## src/rtl/instr_scheduler.sv

```systemverilog
// Instruction FIFO sequencer: gates save/delete/clear while idle, replays FIFO entries to the displays.
// Latency: request strobes one cycle after the request; exec_req to first show_en is 3 cycles.
// Backpressure: requests while busy (or refused while idle) give a one-cycle rejected pulse, no FIFO strobe.
module instr_scheduler #(
  parameter int DATA_W       = 4,
  parameter int DWELL_CYCLES = 50000000,
  parameter int GAP_CYCLES   = 12500000,
  parameter int CNT_W        = 26
) (
  input  logic              clk,
  input  logic              rst_n,
  input  logic              save_req,
  input  logic              del_req,
  input  logic              exec_req,
  input  logic              abort_req,
  input  logic              fifo_empty,
  input  logic              fifo_full,
  input  logic [DATA_W-1:0] fifo_rdata,
  output logic              fifo_we,
  output logic              fifo_re,
  output logic              fifo_del,
  output logic              fifo_clr,
  output logic [DATA_W-1:0] active_instr,
  output logic              show_en,
  output logic              busy,
  output logic [3:0]        step_cnt,
  output logic              done,
  output logic              rejected
);

  typedef enum logic [2:0] {
    IDLE   = 3'd0,
    FETCH  = 3'd1,
    LOAD   = 3'd2,
    DWELL  = 3'd3,
    GAP    = 3'd4,
    FINISH = 3'd5
  } state_t;

  localparam logic [CNT_W-1:0] DWELL_LOAD = CNT_W'(DWELL_CYCLES - 1);
  localparam logic [CNT_W-1:0] GAP_LOAD   = CNT_W'((GAP_CYCLES > 0) ? GAP_CYCLES - 1 : 0);
  localparam bit               HAS_GAP    = (GAP_CYCLES > 0);

  state_t           state;
  state_t           state_nxt;
  logic [CNT_W-1:0] timer;
  logic             timer_zero;
  logic             any_req;

  logic we_nxt, re_nxt, del_nxt, clr_nxt, done_nxt, rej_nxt;

  assign timer_zero = (timer == '0);
  assign any_req    = save_req | del_req | exec_req;
  assign busy       = (state != IDLE);
  assign show_en    = (state == DWELL);

  // State register
  always_ff @(posedge clk or negedge rst_n) begin
    if (!rst_n) state <= IDLE;
    else        state <= state_nxt;
  end

  // Next-state: abort always wins and returns to IDLE; otherwise the timed sequence
  always_comb begin
    state_nxt = state;
    if (abort_req) begin
      state_nxt = IDLE;
    end else begin
      case (state)
        IDLE:   if (exec_req && !fifo_empty) state_nxt = FETCH;
        FETCH:  state_nxt = LOAD;
        LOAD:   state_nxt = DWELL;
        DWELL: begin
          if (timer_zero) begin
            if (fifo_empty)    state_nxt = FINISH;
            else if (HAS_GAP)  state_nxt = GAP;
            else               state_nxt = FETCH;
          end
        end
        // An empty FIFO at the end of a gap ends the run rather than popping nothing
        GAP:    if (timer_zero) state_nxt = fifo_empty ? FINISH : FETCH;
        FINISH: state_nxt = IDLE;
        default: state_nxt = IDLE;
      endcase
    end
  end

  // Strobe decode: next-cycle values of the single-cycle, mutually exclusive strobes
  always_comb begin
    we_nxt   = 1'b0;
    re_nxt   = 1'b0;
    del_nxt  = 1'b0;
    clr_nxt  = 1'b0;
    done_nxt = 1'b0;
    rej_nxt  = 1'b0;
    if (abort_req) begin
      clr_nxt = 1'b1;
    end else begin
      re_nxt   = (state_nxt == FETCH);
      done_nxt = (state_nxt == FINISH);
      if (state == IDLE) begin
        // One action per cycle: exec > save > del, lower ones silently dropped
        if (exec_req) begin
          rej_nxt = fifo_empty;
        end else if (save_req) begin
          we_nxt  = !fifo_full;
          rej_nxt = fifo_full;
        end else if (del_req) begin
          del_nxt = !fifo_empty;
          rej_nxt = fifo_empty;
        end
      end else begin
        // A refusal that would land on a fifo_re or done cycle is not signalled,
        // keeping every strobe exclusive
        rej_nxt = any_req && !re_nxt && !done_nxt;
      end
    end
  end

  // Register the strobes so they leave the block glitch-free
  always_ff @(posedge clk or negedge rst_n) begin
    if (!rst_n) begin
      fifo_we  <= 1'b0;
      fifo_re  <= 1'b0;
      fifo_del <= 1'b0;
      fifo_clr <= 1'b0;
      done     <= 1'b0;
      rejected <= 1'b0;
    end else begin
      fifo_we  <= we_nxt;
      fifo_re  <= re_nxt;
      fifo_del <= del_nxt;
      fifo_clr <= clr_nxt;
      done     <= done_nxt;
      rejected <= rej_nxt;
    end
  end

  // Dwell/gap timer: loaded on entry, counts down to zero within the state
  always_ff @(posedge clk or negedge rst_n) begin
    if (!rst_n) begin
      timer <= '0;
    end else begin
      case (state)
        LOAD:    timer <= DWELL_LOAD;
        DWELL:   timer <= timer_zero ? GAP_LOAD : timer - 1'b1;
        GAP:     if (!timer_zero) timer <= timer - 1'b1;
        default: timer <= timer;
      endcase
    end
  end

  // Display latch: captures the popped entry, cleared on abort or run end
  always_ff @(posedge clk or negedge rst_n) begin
    if (!rst_n) begin
      active_instr <= '0;
    end else if (abort_req || state == FINISH) begin
      active_instr <= '0;
    end else if (state == LOAD) begin
      active_instr <= fifo_rdata;
    end
  end

  // Completed-instruction counter: zeroed at run start, saturating at 15, held on abort
  always_ff @(posedge clk or negedge rst_n) begin
    if (!rst_n) begin
      step_cnt <= 4'd0;
    end else if (!abort_req) begin
      if (state == IDLE && exec_req && !fifo_empty) begin
        step_cnt <= 4'd0;
      end else if (state == DWELL && timer_zero && step_cnt != 4'd15) begin
        step_cnt <= step_cnt + 4'd1;
      end
    end
  end

endmodule

```

## config.mk

```make
export PLATFORM = sky130hd
export DESIGN_NAME = instr_scheduler
export DESIGN_NICKNAME = d
export VERILOG_FILES = /design/src/rtl/instr_scheduler.sv
export SDC_FILE = /design/constraint.sdc
export NUM_CORES = 1
export LEC_CHECK = 0
export ABC_AREA = 0
export BUFFER_PORTS_ARGS = -buffer_cell sky130_fd_sc_hd__clkbuf_2
export CAP_MARGIN = 20
export CORE_MARGIN = 5
export CORE_UTILIZATION = 30
export DETAILED_ROUTE_END_ITERATION = 7
export PLACE_DENSITY = 0.56
export RECOVER_POWER = 100
export SETUP_SLACK_MARGIN = 0.05
export SYNTH_ARGS = -nofsm -noshare
export SYNTH_HDL_FRONTEND = slang
export SYNTH_SLANG_ARGS = --single-unit
```

## constraint.sdc

```tcl
create_clock -name clk -period 2.7 [get_ports clk]
set_input_delay 0.405 -clock clk [delete_from_list [all_inputs] [get_ports clk]]
set_output_delay 0.405 -clock clk [all_outputs]
set_load 0.01 [all_outputs]
```

==> run_results.csv, run 1 <==
group,metric,value,unit
status,status,"finished, final reports clean",
logic_synthesis,synth-seq-area-share,38.9,%
sta,setup_violations,0,
logic_synthesis,syn_nets,316,
clocking,cts-hold-fix-buffers,0,
drt,ant_nets,0,
sta,fin_crit_sh,88.8,%
sta,hold_violations,0,
final_layout,multi_input_area,1560,sq um
power,leakagePower,1.29,nW
final_layout,final_cells,449,
logic_synthesis,synth_cell_types,64,
clocking,ctsResizeCount,0,
die,die_area,11200,sq um
drt,dr.first_iter.drc_count,129,
setup_path,cp-start-kind,"register",
worst_hold_path,hold_end,"fifo_we$_DFF_PN0_",
global_route,overflow,0,
setup_path,ff2ff_setup_slack,0.30,ns
worst_hold_path,hp-start,"fifo_full",
power,power_density,473,nW/um^2
worst_hold_path,hp-class,"input port to register",
final_layout,syn2layout_area_growth,14.4,%
sta,fin_skew,0.00517,ns
setup_path,cp-end-kind,"register",
setup_path,path_max_fanout,6,
place,port_buffers,27,
setup_path,required,2.89,ns
logic_synthesis,netlist_instances,301,
power,ir_drop,213,uV
sta,setup_ws,0.302,ns
drt,vias_per_cell,5.47,
clocking,cts_sinks,43,
place,place_ws,0.277,ns
final_layout,n_antenna_cell,0,
setup_path,r2r_end,"rejected$_DFF_PN0_",
logic_synthesis,synthArstFlopShare,100,%
clocking,tritoncts,"done",
final_layout,fillers,944,
logic_synthesis,synth_seq_cells,43,
logic_synthesis,synthFlopType,"dfrtp_1",
setup_path,r2r_cells,6,
sta,rsz0062_at_grt,"false",
worst_hold_path,whs_path_depth,2,
setup_path,r2r-start,"timer[15]$_DFFE_PN0P_",
global_route,grt_max_degree,44,
logic_synthesis,synth-edff-count,0,
final_layout,final_common_cell,"dfrtp_1",
setup_path,crit_type,"register to register",
sta,max_freq,0.417,GHz
drt,via_count,2457,
place,gp_congestion,0.902,
final_layout,fin_nets,352,
setup_path,arrival,2.59,ns
die,die_y,106,um
final_layout,drive_gt1_share,16.3,%
drt,wl,7.35,mm
drt,drt_pass1_iterations,4,
global_route,track_usage,13.3,%
final_layout,fin_util,34.7,%
drt,drc,0,
logic_synthesis,synth_area,2770,sq um
clocking,clkLatencyLatePin,0.30,ns
clocking,clkTransAtPathRegs,0.09,ns
sta,fin_crit,2.40,ns
flow_run,drv_cap,0,
clocking,clockBufferDepth,2,
die,num_rows,35,
global_route,grt_pass1_wl,12.1,mm
drt,wire_per_inst,16.4,um
clocking,post_cts_buffers,0,
clocking,numCtsBuffers,5,
final_layout,seq_area,1080,sq um
die,core,9110,sq um
sta,fin_tns_setup,0,ns
sta,worstMarginPinSlew,1.11,ns
clocking,cts_root_buffer,"clkbuf_8",
die,ios,28,
place,place_hpwl,5.40,mm
logic_synthesis,ys_warn_count,0,
die,start_util,30.4,%
sta,max_slew_margin,26.2,%
final_layout,final_cell_mix,"dfrtp_1, nor2_1, nand2_1",
place,dp.cells,440,
clocking,cts_max_level,2,
die,fp.dieW,106,um
global_route,antenna_found_initial,0,
logic_synthesis,synth.avg_cell_area,9.19,sq um
global_route,grt_pass1_vias,2369,
sta,finalMaxSlewViolations,0,
## sequential cells by signal (all words and copies together), names as in the netlist
name	flops
fifo_del	1
active_instr	4
timer	26
done	1
fifo_we	1
rejected	1
fifo_clr	1
step_cnt	4
state	3
fifo_re	1
## cell type report
| cell class | instances | area share (%) |
|---|---|---|
| inverters | 11 | 1.30 |
| multi-input cells | 230 | 49.3 |
| well taps | 111 | 4.39 |
| clock inverters | 3 | 1.38 |
| flip-flops and latches | 43 | 34.0 |
| repair buffers | 46 | 7.47 |
| clock buffers | 5 | 2.17 |
## per-stage QoR
| stage | total power, W | hold slack (ns) | area [sq um] |
|---|---|---|---|
| global placement | 0.000995 | 0.515 | 3090 |
| global route | 0.00158 | 0.260 | 3160 |
| floorplan | 0.000898 | 0.109 | 2770 |
| CTS | 0.00152 | 0.199 | 3210 |
| finish | 0.00150 | 0.271 | 3160 |
| detailed placement | 0.000999 | 0.519 | 3090 |
## synthesized netlist by cell type (4+ instances only)
master	instances	area [sq um]
a2111oi_0	5	43.8
nor3b_1	6	45.0
nand4_1	10	62.6
a21oi_1	14	70.1
clkbuf_1	7	26.3
mux2i_1	7	70.1
dfrtp_1	43	1080
nand3_1	4	20.0
inv_1	11	41.3
o211ai_1	7	52.6
buf_2	8	40.0
o21bai_1	4	30.0
nor4b_1	4	35.0
a31oi_1	4	25.0
nor2b_1	4	25.0
nor2_1	37	139
nand2_1	23	86.3
nor3_1	7	35.0
o221ai_1	4	35.0
and4_1	6	52.6
and2_1	5	31.3
and3_1	4	25.0
o21ai_0	16	80.1
## power by group
part | internal, W | switching (W) | total [W]
Combinational | 0.0000966 | 0.000150 | 0.000246
Sequential | 0.000683 | 0.0000502 | 0.000733
Clock | 0.000276 | 0.000241 | 0.000517
## layer usage
metal	routed length [um]	part of all wire [%]	GRT usage, %
met4	76	1.0	3.79
met3	300	4.1	2.13
met2	3550	48	22.5
met1	3430	47	17.6
met5	0	0	0
## cells by family after synthesis
group / share of synthesized area, %
AND/OR/NAND/NOR: 30.7
AO/OA/AOI/OAI: 20.0
flip-flops: 38.9
buffers and inverters: 4.43
multiplexers: 4.30
adder cells (fa/ha/maj): 1.36
XOR/XNOR: 0.317
## worst max-delay path, cell delays in order, from the launching register on
cell,delay (ns)
dfrtp_1,0.45
nor4_2,0.34
buf_4,0.18
and4_1,0.36
a21oi_1,0.15
or4b_1,0.64
o211a_1,0.17
## worst max-delay path by stage
stage	startpoint	end	slack, ns	depth (start not counted)
global placement	timer[20]$_DFFE_PN0P_	timer[2]$_DFFE_PN0P_	0.33	6
detailed placement	timer[0]$_DFFE_PN0P_	timer[2]$_DFFE_PN0P_	0.28	8
finish	timer[15]$_DFFE_PN0P_	rejected$_DFF_PN0_	0.30	6
CTS	timer[0]$_DFFE_PN0P_	timer[2]$_DFFE_PN0P_	0.23	8
global route	timer[3]$_DFFE_PN0P_	timer[22]$_DFFE_PN0P_	0.13	7
floorplan	timer[3]$_DFFE_PN0P_	timer[11]$_DFFE_PN0P_	0.63	5
Note: power is estimated with default switching activity, not from simulation.
==> run 2, diff against run 1 <==
Settings changed: CELL_PAD_IN_SITES_DETAIL_PLACEMENT from default to 1, CELL_PAD_IN_SITES_GLOBAL_PLACEMENT from default to 2, PLACE_DENSITY 0.56 to 0.77.
==> run 2 against run 1 <==
  * Critical path depth fell by 1
  * Cell count down 0.22%
  * Largest power group unchanged
  * Wire length increased by 9.4%
  * Worst setup slack worse by 0.11 ns
  * The flow now finishes with violations (max-capacitance violations, max-slew violations)
  * Clock power shrank 19%
  * Die area unchanged
  * Design area shrank 1.3%
  * Register-to-register slack worse by 0.11 ns
  * Global-route usage is 1.5 points higher
  * Clock-buffer cell count rose by 1
  * Critical endpoint unchanged
==> run_results.csv, run 2 (synthesis gave the netlist of run 1 again) <==
group,metric,value,unit
final_layout,final_common_cell,"dfrtp_1",
place,place_ws,0.303,ns
status,violations,"max-capacitance violations, max-slew violations",
setup_path,r2r-start,"timer[15]$_DFFE_PN0P_",
sta,hold_violations,0,
drt,drt_pass1_iterations,4,
sta,max_slew_margin,-33.4,%
final_layout,multi_input_area,1550,sq um
drt,vias_per_cell,5.63,
die,die_y,106,um
place,dp.cells,440,
drt,dr.first_iter.drc_count,91,
final_layout,n_antenna_cell,0,
setup_path,cp-end-kind,"register",
power,p_int,0.000961,W
worst_hold_path,hold_end,"fifo_we$_DFF_PN0_",
status,status,"finished with violations",
die,fp.dieW,106,um
clocking,ctsResizeCount,0,
drt,wl,8.04,mm
clocking,cts_max_level,2,
sta,worstMarginPinSlew,2.00,ns
power,combinationalPowerShare,18.0,%
die,ios,28,
setup_path,required,2.90,ns
worst_hold_path,hp-class,"input port to register",
clocking,tritoncts,"done",
final_layout,fillers,1081,
setup_path,arrival,2.70,ns
clocking,cts_sinks,43,
setup_path,cp-start-kind,"register",
sta,finalMaxSlewViolations,36,
sta,rsz0062_at_grt,"false",
power,seqPwrFrac,52.2,%
sta,fin_tns_setup,0,ns
clocking,numCtsBuffers,5,
die,core,9110,sq um
final_layout,seq_area,1080,sq um
global_route,grt_pass1_vias,2599,
global_route,grt_pass1_wl,13.6,mm
die,die_area,11200,sq um
flow_run,drv_cap,1,
setup_path,r2r_cells,5,
sta,max_freq,0.399,GHz
sta,setup_ws,0.195,ns
global_route,overflow,0,
setup_path,path_max_fanout,6,
drt,ant_nets,0,
final_layout,fin_util,34.3,%
global_route,track_usage,14.8,%
die,num_rows,35,
final_layout,regMostFlops,"timer",
clocking,cts_root_buffer,"clkbuf_8",
final_layout,fin_nets,351,
global_route,grt_max_degree,36,
final_layout,syn2layout_area_growth,13.0,%
worst_hold_path,whs_path_depth,2,
place,place_hpwl,6.11,mm
power,clkPwrFrac,29.9,%
global_route,antenna_found_initial,0,
final_layout,final_cells,448,
final_layout,drive_gt1_share,15.4,%
drt,drc,0,
final_layout,reg.largest.list,"timer x26, active_instr x4, step_cnt x4",
power,swShare,31.4,%
clocking,post_cts_buffers,0,
sta,fin_crit,2.51,ns
power,ir_drop,162,uV
power,p_total,0.00140,W
drt,wire_per_inst,18.0,um
final_layout,final_cell_mix,"dfrtp_1, nor2_1, nand2_1",
clocking,clkLatencyLatePin,0.30,ns
setup_path,crit_type,"register to register",
clocking,cts-hold-fix-buffers,0,
setup_path,r2r_end,"rejected$_DFF_PN0_",
sta,setup_violations,0,
worst_hold_path,hp-start,"fifo_full",
power,leakagePower,1.26,nW
die,start_util,30.4,%
drt,via_count,2524,
place,port_buffers,27,
final_layout,largest_reg_flops,26,
sta,fin_skew,0.00473,ns
power,power_density,449,nW/um^2
clocking,clockBufferDepth,2,
place,gp_congestion,0.852,
clocking,clkTransAtPathRegs,0.09,ns
power,power.switching,0.000441,W
sta,fin_crit_sh,92.8,%
setup_path,ff2ff_setup_slack,0.19,ns
setup_path,crit_start,"timer[15]$_DFFE_PN0P_",
run 2: worst max-delay path by stage:
stage,to,slack [ns],cells past startpoint
CTS,timer[0]$_DFFE_PN0P_,0.28,9
detailed placement,timer[0]$_DFFE_PN0P_,0.30,9
finish,rejected$_DFF_PN0_,0.19,5
floorplan,timer[11]$_DFFE_PN0P_,0.63,5
global placement,rejected$_DFF_PN0_,0.32,5
global route,step_cnt[1]$_DFFE_PN0P_,0.07,6
run 2: layout make-up:
class,instances,area share [%]
Clock buffer,6,2.32
Clock inverter,2,0.400
Inverter,11,1.32
Multi-Input combinational cell,230,49.6
Sequential cell,43,34.4
Tap cell,111,4.45
Timing Repair Buffer,45,7.49
run 2: metrics by stage:
step	cell area (sq um)	hold slack [ns]
floorplan	2770	0.109
global route	3120	0.262
finish	3120	0.277
CTS	3180	0.264
global placement	3090	0.517
detailed placement	3090	0.526
run 2: critical path, stage by stage, from the launching register on:
cell	delay, ns
dfrtp_1	0.45
nor4_2	0.49
and4_1	0.46
a21oi_1	0.19
or4b_1	0.64
o211a_1	0.17
run 2: routing by layer:
| metal | vias up | share of wire, % | GRT usage, % |
|---|---|---|---|
| li1 | 1199 | - | - |
| met1 | 1289 | 48 | 20.6 |
| met2 | 29 | 49 | 24.8 |
| met3 | 7 | 2.1 | 1.82 |
| met4 | 0 | 0.92 | 2.96 |
| met5 | - | 0 | 0 |
run 2: power groups by stage:
stage	logic (W)	registers, W	clock network [W]
2_1_floorplan	0.000162	0.000737	0
3_3_place_gp	0.000262	0.000740	0
3_5_place_dp	0.000264	0.000746	0
4_1_cts	0.000264	0.000732	0.000443
5_1_grt	0.000282	0.000740	0.000472
6_report	0.000252	0.000731	0.000419
==> run 3, diff against run 2 <==
Settings changed: REMOVE_ABC_BUFFERS from default to 1.
Clock period 2.7 ns to 2.6 ns, I/O delays scaled along.
==> run 3 against run 2 <==
  * The run now ends clean
  * Die area is the same
  * Design area is essentially flat
  * Combinational power grew 5%
  * Global-route usage grew 0.60 points
  * Critical endpoint unchanged
==> run_results.csv, run 3 (synthesis gave the netlist of run 1 again) <==
group,metric,value,unit
final_layout,fin_nets,349,
global_route,track_usage,15.4,%
sta,worstMarginPinSlew,1.22,ns
status,status,"finished, final reports clean",
sta,rsz0062_at_grt,"false",
global_route,grt_max_degree,21,
flow_run,drv_cap,0,
clocking,clkTransAtPathRegs,0.09,ns
drt,ant_nets,0,
place,place_hpwl,6.20,mm
drt,dr.first_iter.drc_count,167,
setup_path,r2r_end,"rejected$_DFF_PN0_",
final_layout,final_common_cell,"dfrtp_1",
die,core,9110,sq um
final_layout,syn2layout_area_growth,13.0,%
global_route,grt_pass1_wl,13.9,mm
sta,max_freq,0.415,GHz
clocking,cts_root_buffer,"clkbuf_8",
setup_path,r2r_cells,7,
clocking,tritoncts,"done",
place,gp_congestion,0.820,
final_layout,reg.largest.list,"timer x26, active_instr x4, step_cnt x4",
die,num_rows,35,
sta,setup_violations,0,
sta,fin_tns_setup,0,ns
setup_path,path_cells,"inv_1, ha_1, nor3b_1, and4_1, a21oi_1, or4b_1, o211a_1",
setup_path,crit_start,"timer[0]$_DFFE_PN0P_",
setup_path,cpMaxStageDelayCell,"or4b_1",
sta,fin_crit,2.41,ns
global_route,grt_pass1_vias,2662,
clocking,post_cts_buffers,0,
clocking,numCtsBuffers,5,
setup_path,endpoint,"rejected$_DFF_PN0_",
clocking,cts_max_level,2,
place,place_ws,0.309,ns
die,die_area,11200,sq um
sta,setup_ws,0.189,ns
die,start_util,30.4,%
drt,drt_pass1_iterations,4,
final_layout,fillers,1110,
sta,fin_skew,0.00884,ns
power,ir_drop,168,uV
die,die_y,106,um
final_layout,n_antenna_cell,0,
drt,wl,8.30,mm
drt,drc,0,
setup_path,crit_family,"simple AND/OR/NAND/NOR gates",
place,place_area,3080,sq um
clocking,clkLatencyLatePin,0.31,ns
clocking,clockBufferDepth,2,
sta,fin_crit_sh,92.7,%
setup_path,max_stage_delay,0.62,ns
setup_path,arrival,2.61,ns
sta,finalMaxSlewViolations,0,
setup_path,path_max_fanout,6,
final_layout,final_cells,446,
drt,vias_per_cell,5.69,
die,fp.dieW,106,um
clocking,cts_sinks,43,
setup_path,r2r-start,"timer[0]$_DFFE_PN0P_",
die,ios,28,
drt,via_count,2536,
final_layout,seq_area,1080,sq um
final_layout,drive_gt1_share,15.2,%
global_route,overflow,0,
place,port_buffers,27,
power,power_density,475,nW/um^2
setup_path,path_depth,7,
drt,wire_per_inst,18.6,um
setup_path,ff2ff_setup_slack,0.19,ns
power,leakagePower,1.26,nW
setup_path,required,2.80,ns
final_layout,final_cell_mix,"dfrtp_1, nor2_1, nand2_1",
setup_path,cp-end-kind,"register",
final_layout,largest_reg_flops,26,
final_layout,regMostFlops,"timer",
sta,max_slew_margin,18.4,%
setup_path,crit_type,"register to register",
setup_path,cp_num_buf_inv,1,
sta,hold_violations,0,
setup_path,cp-start-kind,"register",
final_layout,fin_area,3130,sq um
global_route,antenna_found_initial,0,
final_layout,multi_input_area,1560,sq um
worst_hold_path,hp-start,"fifo_full",
worst_hold_path,hp-class,"input port to register",
place,dp.cells,438,
-- run 3: cell types whose count changed in the layout (fill, tap and decap cells not counted), sizes merged --
cell	before	now
clkinv	1	2
clkbuf	37	36
buf	14	12
-- run 3: timing repair --
action | CTS | global route
hold buffers | 0 | 0
resized for setup | 0 | 1
setup endpoints to repair | 0 | 2
-- run 3: worst min path at each step --
stage	endpoint	slack, ns	cells past startpoint
CTS	state[1]$_DFF_PN0_	0.09	1
global route	fifo_we$_DFF_PN0_	0.24	2
detailed placement	timer[4]$_DFFE_PN0P_	0.42	1
floorplan	active_instr[0]$_DFFE_PN0P_	0.09	0
global placement	timer[4]$_DFFE_PN0P_	0.42	1
finish	fifo_we$_DFF_PN0_	0.25	2
-- run 3: metal layers --
layer	GRT usage [%]	vias to the layer above	wire [um]
li1	-	1197	-
met1	19.3	1283	3780
met2	27.2	44	4140
met3	2.00	12	230
met4	5.27	0	151
met5	0	-	0
-- run 3: worst register-to-register path, cell delays in order (launching register included) --
cell and delay, ns:
dfrtp_1 0.42, inv_1 0.09, ha_1 0.16, nor3b_1 0.27
and4_1 0.41, a21oi_1 0.17, or4b_1 0.62, o211a_1 0.16
-- run 3: where the power goes --
part           leakage, nW  internal, W  switching [W]
sequential           0.506     0.000709      0.0000527
combinational        0.706     0.000100       0.000164
clock               0.0443     0.000193       0.000268
total                 1.26      0.00100       0.000484
-- run 3: through the flow --
stage	hold WS [ns]	util, %	total power, W
2_1_floorplan	0.0944	-	0.000925
3_3_place_gp	0.415	33.8	0.00104
3_5_place_dp	0.418	33.8	0.00105
4_1_cts	0.0901	34.8	0.00152
5_1_grt	0.245	34.3	0.00157
6_report	0.253	34.3	0.00149
-- run 3: layout make-up --
class,instances,area share [%]
multi-input combinational,230,49.8
sequential,43,34.4
timing repair buffer,43,6.97
tap,111,4.44
clock buffer,5,2.20
inverter,11,1.32
clock inverter,3,0.801
